--- src/rtl/cu_pkg.sv ---
// Shared definitions for the sequenced control unit.
// Holds the opcode map, the ALU function-select codes, the decoder class-vector
// bit positions and the FSM state type.
package cu_pkg;

  // Opcode map.
  localparam int unsigned OP_NOP  = 0;
  localparam int unsigned OP_MOV  = 1;
  localparam int unsigned OP_MOVI = 2;
  localparam int unsigned OP_MVR0 = 3;
  localparam int unsigned OP_NOT  = 4;
  localparam int unsigned OP_AND  = 5;
  localparam int unsigned OP_OR   = 6;
  localparam int unsigned OP_XOR  = 7;
  localparam int unsigned OP_ADD  = 8;
  localparam int unsigned OP_SUB  = 9;
  localparam int unsigned OP_SHLL = 10;
  localparam int unsigned OP_SHRL = 11;
  localparam int unsigned OP_SHRA = 12;
  localparam int unsigned OP_JMP  = 13;
  localparam int unsigned OP_JZ   = 14;
  localparam int unsigned OP_HALT = 15;
  localparam int unsigned NUM_OPS = 16;

  // ALU select codes; 0 means pass-through (used by mov/mvr0).
  localparam int unsigned ALU_PASS = 0;
  localparam int unsigned ALU_NOT  = 1;
  localparam int unsigned ALU_AND  = 2;
  localparam int unsigned ALU_OR   = 3;
  localparam int unsigned ALU_XOR  = 4;
  localparam int unsigned ALU_ADD  = 5;
  localparam int unsigned ALU_SUB  = 6;
  localparam int unsigned ALU_SHLL = 7;
  localparam int unsigned ALU_SHRL = 8;
  localparam int unsigned ALU_SHRA = 9;

  // Bit positions in the decoder's one-hot class vector.
  localparam int unsigned CLS_NOP  = 0;
  localparam int unsigned CLS_ALU  = 1; // mov and all ALU ops
  localparam int unsigned CLS_MOVI = 2;
  localparam int unsigned CLS_MVR0 = 3;
  localparam int unsigned CLS_JMP  = 4;
  localparam int unsigned CLS_JZ   = 5;
  localparam int unsigned CLS_HALT = 6;
  localparam int unsigned CLS_ILL  = 7;
  localparam int unsigned NUM_CLS  = 8;

  typedef enum logic [2:0] {FETCH, DECODE, IMM, WB, EXEC, HALT} cu_state_e;

  // ALU opcodes are contiguous and map onto ALU_NOT..ALU_SHRA in order.
  function automatic int unsigned alu_code(input int unsigned op);
    return op - OP_NOT + ALU_NOT;
  endfunction

endpackage

--- src/rtl/cu_decoder.sv ---
// Combinational opcode decoder.
// Ports:
//   op       - opcode field of the instruction register
//   op_class - one-hot instruction class (see CLS_* in cu_pkg)
//   alu_sel  - ALU function select for mov/ALU ops, 0 otherwise
//   illegal  - opcode is outside the defined map
module cu_decoder
  import cu_pkg::*;
#(
  parameter int unsigned OP_W      = 5,
  parameter int unsigned ALU_SEL_W = 4
) (
  input  logic [OP_W-1:0]      op,
  output logic [NUM_CLS-1:0]   op_class,
  output logic [ALU_SEL_W-1:0] alu_sel,
  output logic                 illegal
);

  logic [31:0] op_val;

  always_comb begin
    op_val   = 32'(op);
    op_class = '0;
    alu_sel  = '0;
    if (op_val >= NUM_OPS) begin
      op_class[CLS_ILL] = 1'b1;
    end else if (op_val == OP_NOP) begin
      op_class[CLS_NOP] = 1'b1;
    end else if (op_val == OP_MOV) begin
      op_class[CLS_ALU] = 1'b1;
    end else if (op_val == OP_MOVI) begin
      op_class[CLS_MOVI] = 1'b1;
    end else if (op_val == OP_MVR0) begin
      op_class[CLS_MVR0] = 1'b1;
    end else if (op_val <= OP_SHRA) begin
      op_class[CLS_ALU] = 1'b1;
      alu_sel           = ALU_SEL_W'(alu_code(op_val));
    end else if (op_val == OP_JMP) begin
      op_class[CLS_JMP] = 1'b1;
    end else if (op_val == OP_JZ) begin
      op_class[CLS_JZ] = 1'b1;
    end else begin
      op_class[CLS_HALT] = 1'b1;
    end
  end

  assign illegal = op_class[CLS_ILL];

endmodule

--- src/rtl/sequenced_control_unit.sv ---
// Multi-cycle control unit: fetches instruction words over a valid/ready
// handshake, owns the PC and sequences fetch/decode/execute.
// Ports:
//   clk, rst            - clock, synchronous active-high reset
//   instValid/inst      - instruction memory word; instReady accepts it
//   pc                  - fetch address
//   regData, zeroFlag   - jump target and ALU zero flag from the datapath
//   aluSel, regInSel, regOutSel, regInEn, regOutEn - datapath controls
//   genConst/constOut   - drive the captured immediate onto the write bus
//   loadAddr            - PC loaded from regData this cycle
//   halted, illegal     - status: in HALT / undefined opcode pulse
module sequenced_control_unit
  import cu_pkg::*;
#(
  parameter int unsigned INST_W    = 8,
  parameter int unsigned OP_W      = 5,
  parameter int unsigned REG_SEL_W = 3,
  parameter int unsigned ADDR_W    = 8,
  parameter int unsigned ALU_SEL_W = 4,
  parameter int unsigned RESET_PC  = 0
) (
  input  logic                 clk,
  input  logic                 rst,
  input  logic                 instValid,
  input  logic [INST_W-1:0]    inst,
  output logic                 instReady,
  output logic [ADDR_W-1:0]    pc,
  input  logic [ADDR_W-1:0]    regData,
  input  logic                 zeroFlag,
  output logic [ALU_SEL_W-1:0] aluSel,
  output logic [REG_SEL_W-1:0] regInSel,
  output logic [REG_SEL_W-1:0] regOutSel,
  output logic                 regInEn,
  output logic                 regOutEn,
  output logic                 genConst,
  output logic [INST_W-1:0]    constOut,
  output logic                 loadAddr,
  output logic                 halted,
  output logic                 illegal
);

  cu_state_e             state_q;
  logic [ADDR_W-1:0]     pc_q;
  logic [INST_W-1:0]     ir_q;
  logic [INST_W-1:0]     const_q;

  logic [NUM_CLS-1:0]    op_class;
  logic [ALU_SEL_W-1:0]  dec_alu_sel;
  logic                  dec_illegal;
  logic [REG_SEL_W-1:0]  ir_reg;
  logic                  take_jump;

  cu_decoder #(
    .OP_W      (OP_W),
    .ALU_SEL_W (ALU_SEL_W)
  ) u_decoder (
    .op       (ir_q[INST_W-1 -: OP_W]),
    .op_class (op_class),
    .alu_sel  (dec_alu_sel),
    .illegal  (dec_illegal)
  );

  assign ir_reg    = ir_q[REG_SEL_W-1:0];
  assign take_jump = op_class[CLS_JMP] | (op_class[CLS_JZ] & zeroFlag);

  always_ff @(posedge clk) begin
    if (rst) begin
      state_q <= FETCH;
      pc_q    <= ADDR_W'(RESET_PC);
      ir_q    <= '0;
      const_q <= '0;
    end else begin
      unique case (state_q)
        FETCH: begin
          if (instValid) begin
            ir_q    <= inst;
            pc_q    <= pc_q + ADDR_W'(1);
            state_q <= DECODE;
          end
        end
        DECODE: begin
          if (op_class[CLS_NOP] || op_class[CLS_ILL]) state_q <= FETCH;
          else if (op_class[CLS_MOVI])                state_q <= IMM;
          else if (op_class[CLS_HALT])                state_q <= HALT;
          else                                        state_q <= EXEC;
        end
        IMM: begin
          if (instValid) begin
            const_q <= inst;
            pc_q    <= pc_q + ADDR_W'(1);
            state_q <= WB;
          end
        end
        WB: state_q <= FETCH;
        EXEC: begin
          if (take_jump) pc_q <= regData;
          state_q <= FETCH;
        end
        HALT: state_q <= HALT;
        default: state_q <= FETCH;
      endcase
    end
  end

  // Outputs depend only on registered state/IR (plus zeroFlag for jz) and are
  // forced low while rst is asserted.
  always_comb begin
    instReady = 1'b0;
    aluSel    = '0;
    regInSel  = '0;
    regOutSel = '0;
    regInEn   = 1'b0;
    regOutEn  = 1'b0;
    genConst  = 1'b0;
    loadAddr  = 1'b0;
    halted    = 1'b0;
    illegal   = 1'b0;
    if (!rst) begin
      unique case (state_q)
        FETCH, IMM: instReady = 1'b1;
        DECODE:     illegal   = dec_illegal;
        WB: begin
          genConst = 1'b1;
          regInEn  = 1'b1;
        end
        EXEC: begin
          if (op_class[CLS_ALU]) begin
            regOutSel = ir_reg;
            regInEn   = 1'b1;
            regOutEn  = 1'b1;
            aluSel    = dec_alu_sel;
          end else if (op_class[CLS_MVR0]) begin
            regInSel = ir_reg;
            regInEn  = 1'b1;
            regOutEn = 1'b1;
          end else if (op_class[CLS_JMP] || op_class[CLS_JZ]) begin
            regOutSel = ir_reg;
            regOutEn  = 1'b1;
            loadAddr  = take_jump;
          end
        end
        HALT:    halted = 1'b1;
        default: ;
      endcase
    end
  end

  assign pc       = pc_q;
  assign constOut = const_q;

endmodule
--- config.mk ---
export PLATFORM = sky130hd
export DESIGN_NAME = sequenced_control_unit
export DESIGN_NICKNAME = d
export VERILOG_FILES = /design/src/rtl/cu_pkg.sv /design/src/rtl/cu_decoder.sv /design/src/rtl/sequenced_control_unit.sv
export SDC_FILE = /design/constraint.sdc
export NUM_CORES = 1
export LEC_CHECK = 0
export CORE_MARGIN = 10
export CORE_UTILIZATION = 40
export CTS_CLUSTER_SIZE = 16
export DETAILED_ROUTE_END_ITERATION = 12
export GPL_ROUTABILITY_DRIVEN = 1
export PLACE_DENSITY_LB_ADDON = 0.15
export SLEW_MARGIN = 5
export SYNTH_ARGS = -nofsm -noshare
export SYNTH_HDL_FRONTEND = slang
export SYNTH_SLANG_ARGS = --single-unit
--- constraint.sdc ---
create_clock -name clk -period 2.56 [get_ports clk]
set_clock_uncertainty 0.05 [all_clocks]
set_input_delay 0.256 -clock clk [delete_from_list [all_inputs] [get_ports clk]]
set_output_delay 0.256 -clock clk [all_outputs]
set_load 0.01 [all_outputs]
# [After elaboration in Yosys (flattened, before gate mapping)]
# Index checks and enable logic that the tools add are counted.
[totals] in_bits=20 elab_cells=102 out_inout_bits=33 regBits=27
[op_classes] eq_ne=14 reduce_logical=10 addsub=3 order_cmp=2 muxes=67 bitwise_logic=2
[op_table] operator="2-to-1 mux 3 bit" n=15
[op_table] operator="2-to-1 mux 4 bit" n=10
[op_table] operator="2-to-1 mux 1 bit" n=33
[op_table] operator="2-to-1 mux 8 bit" n=2
[op_table] operator="one-hot mux 8 bit (2 select lines)" n=1
[op_table] operator="one-hot mux 3 bit (4 select lines)" n=1
[op_table] operator="equality test 5 x 2 -> 1 bit, second input constant" n=2
[op_table] operator="equality test 5 x 4 -> 1 bit, second input constant" n=2
[op_table] operator="adder 8 x 1 -> 8 bit, second input constant" n=1
[op_table] operator="2-to-1 mux 7 bit" n=1
[op_table] operator="equality test 3 x 2 -> 1 bit, second input constant" n=2
[op_table] operator="equality test 3 bit, second input constant" n=2
[op_table] operator="2-to-1 mux 6 bit" n=1
[op_table] operator="!= test 2 bit, second input constant" n=3
[op_table] operator="AND reduction 2 bit" n=3
[op_table] operator="equality test 5 x 1 -> 1 bit, second input constant" n=1
[op_table] operator="greater-or-equal comparator 5 bit, second input constant" n=1
[op_table] operator="less-or-equal comparator 5 x 4 -> 1 bit, second input constant" n=1
[op_table] operator="zero test 5 bit" n=1
[op_table] operator="2-to-1 mux 5 bit" n=1
[op_table] operator="adder 4 x 1 -> 4 bit, second input constant" n=1
[op_table] operator="subtractor 4 x 3 -> 4 bit, second input constant" n=1
[op_table] operator="equality test 3 x 1 -> 1 bit, second input constant" n=1
[op_table] operator="zero test 3 bit" n=1
[op_table] operator="other kinds (9)" n=10

# [Longest topological paths before layout]
[depth] depth_word=16 mapped_depth=6 ltp_nobuf=6

# [Cells and area by module]
# Synthesis repeated with hierarchy kept, for this count alone.
[unflattened] cells_unflattened=227 hier_area_um2=1672.9
[by_module_without_submodules] mod="sequenced_control_unit" cells_per_inst=184 area_each_um2=1408.9 instances=1 seq_area_each_um2=540.5
[by_module_without_submodules] mod="cu_decoder" cells_per_inst=43 area_each_um2=264.0 instances=1 seq_area_each_um2=0.0

# [Least setup slack after synthesis]
# OpenSTA, ideal clock, no wires.
[synth_timing] path_kind="reg2out" from="register ir_q[3]" to="output regOutSel[0]" path_slack_ns=0.452 n_path_buf=0 stages_incl_launch_ff=7 required_time_ns=2.254 t_arrival_ns=1.802 path_cell_list="dfxtp_1 inv_1 ha_1 or2_2 a2111o_1 a21oi_1 and2_1"
[synth_via] elab_chain_len=15 word_cells_on_any_way=28 cone_classes="order compare (2); eq/ne (5); mux (19); reduce/logical (2)"
[synth_rtl] item="start: declaration" line="sequenced_control_unit.sv:44" text="logic [INST_W-1:0] ir_q;"
[synth_rtl] item="start signal: assignment" line="sequenced_control_unit.sv:76" text="ir_q <= inst;"
[synth_rtl] item="equality test 5 x 4 -> 1 bit" line="cu_decoder.sv:40" text="end else if (op_val == OP_JZ) begin"
[synth_rtl] item="2-to-1 mux 1 bit" line="cu_decoder.sv:40"
[synth_rtl] item="2-to-1 mux 2 bit" line="cu_decoder.sv:38" text="end else if (op_val == OP_JMP) begin"
[synth_rtl] item="2-to-1 mux 3 bit" line="cu_decoder.sv:35" text="end else if (op_val <= OP_SHRA) begin"
[synth_rtl] item="2-to-1 mux 3 bit" line="cu_decoder.sv:33" text="end else if (op_val == OP_MVR0) begin"
[synth_rtl] item="2-to-1 mux 4 bit" line="cu_decoder.sv:31" text="end else if (op_val == OP_MOVI) begin"
[synth_rtl] item="2-to-1 mux 5 bit" line="cu_decoder.sv:29" text="end else if (op_val == OP_MOV) begin"
[synth_rtl] item="2-to-1 mux 6 bit" line="cu_decoder.sv:27" text="end else if (op_val == OP_NOP) begin"
[synth_rtl] item="2-to-1 mux 7 bit (*)" line="cu_decoder.sv:25" text="if (op_val >= NUM_OPS) begin"
[synth_rtl] item="logical OR 1 bit" line="sequenced_control_unit.sv:136" text="end else if (op_class[CLS_JMP] || op_class[CLS_JZ]) begin"
[synth_rtl] item="2-to-1 mux 3 bit" line="sequenced_control_unit.sv:136"
[synth_rtl] item="2-to-1 mux 3 bit" line="sequenced_control_unit.sv:132" text="end else if (op_class[CLS_MVR0]) begin"
[synth_rtl] item="2-to-1 mux 3 bit (*)" line="sequenced_control_unit.sv:127" text="if (op_class[CLS_ALU]) begin"
[synth_rtl] item="2-to-1 mux 3 bit (*)" line="sequenced_control_unit.sv:119" text="unique case (state_q)"
[synth_rtl] item="2-to-1 mux 3 bit (*)" line="sequenced_control_unit.sv:118" text="if (!rst) begin"
[synth_rtl] item="end: declaration" line="sequenced_control_unit.sv:32" text="output logic [REG_SEL_W-1:0] regOutSel,"
# Every way passes the cells marked *; elsewhere a longest branch is shown, timed or not.

# [Worst setup path in the final report]
[layout_timing] from="register ir_q[3]" to="output regOutSel[1]"
# Same word-level chain as after synthesis.

==> results.sh <==
export IMPL_vias_per_cell=5.31
export IMPL_cts_root_buf="clkbuf_8"
export IMPL_r2r_cells=8
export IMPL_synth_edff_count=0
export IMPL_drc=0
export IMPL_synth_seq_area_share_pct=33.4
export IMPL_core_mm2=0.00394
export IMPL_r2r_end="pc[4]"
export IMPL_syn_area_mm2=0.00162
export IMPL_detailed_place_area_mm2=0.00225
export IMPL_status="finished clean"
export IMPL_grt_pass1_vias=1567
export IMPL_required_ps=2250
export IMPL_fill_cells=363
export IMPL_die_h_um=83.6
export IMPL_routed_wirelength_mm=4.63
export IMPL_maxSlewViolCount=0
export IMPL_drt_iter0_drc=143
export IMPL_synth_top_area_share_pct=33.4
export IMPL_yosys_top_cells_count="27 x dfxtp_1, 21 x a21oi_1, 21 x nand2_1, 21 x nor2_1"
export IMPL_cts_tree="built"
export IMPL_hold_class="reg -> reg"
export IMPL_reg2reg_slack_ps=620
export IMPL_period_needed_ps=2460
export IMPL_row_count=23
export IMPL_synth_top_area_cell="dfxtp_1"
export IMPL_grt_pass1_wl_mm=7.94
export IMPL_max_freq_ghz=0.407
export IMPL_peakVddDrop_mv=0.266
export IMPL_yosys_most_used_dff="dfxtp_1"
export IMPL_dieArea_mm2=0.00698
export IMPL_synth_avg_cell_area_um2=7.92
export IMPL_start_util_pct=41.0
export IMPL_synth_area_leaders="dfxtp_1 33%, a21oi_1 6.5%, mux2i_1 5.6%, nand2_1 4.9%, nor2_1 4.9%"
export IMPL_first_pass_iters=4
export IMPL_ys_ff_latch=27
export IMPL_tightest_slew_ps=531
export IMPL_cts_hold_buffers=0
export IMPL_n_antenna_cell=0
export IMPL_start_kind="flop"
export IMPL_clock_path_buffers=2
export IMPL_p_per_area_mw_per_mm2=389
export IMPL_yosysWarnings=0
export IMPL_crit_path_end_kind="output port"
export IMPL_synthArstFlopShare_pct=0
export IMPL_finalCritPeriodShare_pct=96.1
export IMPL_wl_per_cell_um=14.7
export IMPL_power_w=0.000918
export IMPL_gp_congestion=0.810
export IMPL_clk_latency_ps=280
export IMPL_io_pins=53
export IMPL_synth_cells=204
export IMPL_hold_viol=0
export IMPL_ant_nets=0
export IMPL_yosysUniqueCellTypes=49
export IMPL_grt_use_total_pct=13.0
export IMPL_nNetsFinal=290
export IMPL_path_class="reg -> out"
export IMPL_cts_sinks=27
export IMPL_min_to="ir_q[3]"
export IMPL_overflow=0
export IMPL_post_route_cells_drive_above_1_share_pct=16.3
export IMPL_cts_reportedPaths_clkPinSlew_ps=100
export IMPL_leakage_nw=0.973
export IMPL_dieWidth_um=83.6
export IMPL_crit_fanout=4
export IMPL_cts_made_buffers=3
export IMPL_hp_start="ir_q[3]"
export IMPL_grt_max_degree=21
export IMPL_rr_startpoint="ir_q[3]"
export IMPL_hold_path_cell_count=2
export IMPL_yosysMostFrequentCell="dfxtp_1"
export IMPL_worst_ep_arrival_time_ps=2150
export IMPL_dp_hpwl_mm=3.59
export IMPL_antenna_found_initial=0
export IMPL_postLayoutCellArea_mm2=0.00236
export IMPL_setup_viol=0
export IMPL_maxSlewHeadroom_pct=64.6
export IMPL_cap_violations=0
export IMPL_htreeDepth=1
export IMPL_syn2layout_area_growth_pct=46.1
export IMPL_port_buffers=52
export IMPL_worstSetupStartpoint="ir_q[3]"
export IMPL_vias=1666
export IMPL_syn_nets=229
[per-stage QoR]
| step | instances | hold WS, ps | setup TNS (ps) | util (%) | setup WS (ps) |
|---|---|---|---|---|---|
| 3_5_place_dp | 307 | 433 | -55.8 | 57.0 | -22.5 |
| 6_report | 314 | 434 | 0 | 59.9 | 100 |
| 4_1_cts | 311 | 440 | 0 | 58.6 | 12.5 |
| 3_3_place_gp | 307 | 414 | 0 | 57.0 | 18.3 |
| 2_1_floorplan | 204 | 324 | 0 | - | 452 |
| 5_1_grt | 314 | 456 | -0.900 | 59.9 | -0.900 |
[final cells by class]
type                    count  area, um2  area share (%)
clock inverters             1       7.51           0.318
repair buffers             69        647            27.4
flip-flops and latches     27        551            23.3
multi-input cells         155       1020            43.1
well taps                  50       62.6            2.65
inverters                   9       33.8            1.43
clock buffers               3       41.3            1.75
[kinds of logic after synthesis]
kind of cell | after synthesis | share of synthesized area, %
and+or+nand+nor | 88 | 28.5
xor gates and xnor gates | 2 | 1.08
AOI/OAI and AO/OA | 51 | 22.0
adders and majority gates | 5 | 3.87
buffers and inverters | 22 | 5.57
muxes | 9 | 5.57
DFF | 27 | 33.4
[flip-flops by register name, indices dropped and copies added, names as in the netlist]
register	cells
constOut	8
ir_q	8
pc	8
state_q	3
[worst max path at each step]
stage                   endpoint  cells after the start  slack [ps]
finish              regOutSel[1]                      7         100
global route        regOutSel[1]                      7        -0.9
CTS                  regInSel[1]                      8          10
detailed placement  regOutSel[1]                      7         -20
global placement    regOutSel[2]                      7          20
floorplan           regOutSel[0]                      6         450
[metal layers]
metal	vias up	track usage, %	share of wire [%]
li1	856	-	-
met1	768	18.3	51
met2	38	18.7	43
met3	4	4.00	5.4
met4	0	2.74	0.78
met5	-	0	0
[where the power goes]
part	switching (W)	total (W)	internal [W]
combinational	0.0000957	0.000198	0.000102
clock	0.000147	0.000257	0.000111
sequential	0.0000251	0.000463	0.000438
total	0.000267	0.000918	0.000651
[worst max-delay path, stage by stage (launching register included)]
cell and delay, ps:
dfxtp_2 360, inv_1 70, ha_1 200, or2_2 290, a2111o_1 400, a21oi_2 170, and2_1 130, dlygate4sd2_1 260
[layout by cell type (no fill, tap or decap), types with 2 or more instances in the layout]
master,n
clkdlybuf4s50_1,42
nand2_1,21
dfxtp_1,21
a21oi_1,20
nor2_1,18
buf_4,17
inv_1,9
mux2i_1,9
nand2b_1,8
and2_1,7
nor3_1,6
dfxtp_2,5
dlymetal6s2s_1,5
nor2_2,4
nor4_1,4
a311o_1,4
o21ai_0,4
ha_1,4
and3_1,3
nand3_1,3
o31ai_1,3
clkbuf_8,3
dlygate4sd2_1,3
nor4_2,2
nor3b_1,2
or3_1,2
a31oi_1,2
a311oi_1,2
clkbuf_2,2
[timing repair]
item                                    CTS  global route
endpoints found under the hold margin     0             0
pin swaps                                 1             2
endpoints found under the setup margin   11            11
buffers inserted                          0             3
resized for setup                        13            16
Power figures use the tool's default switching activity.
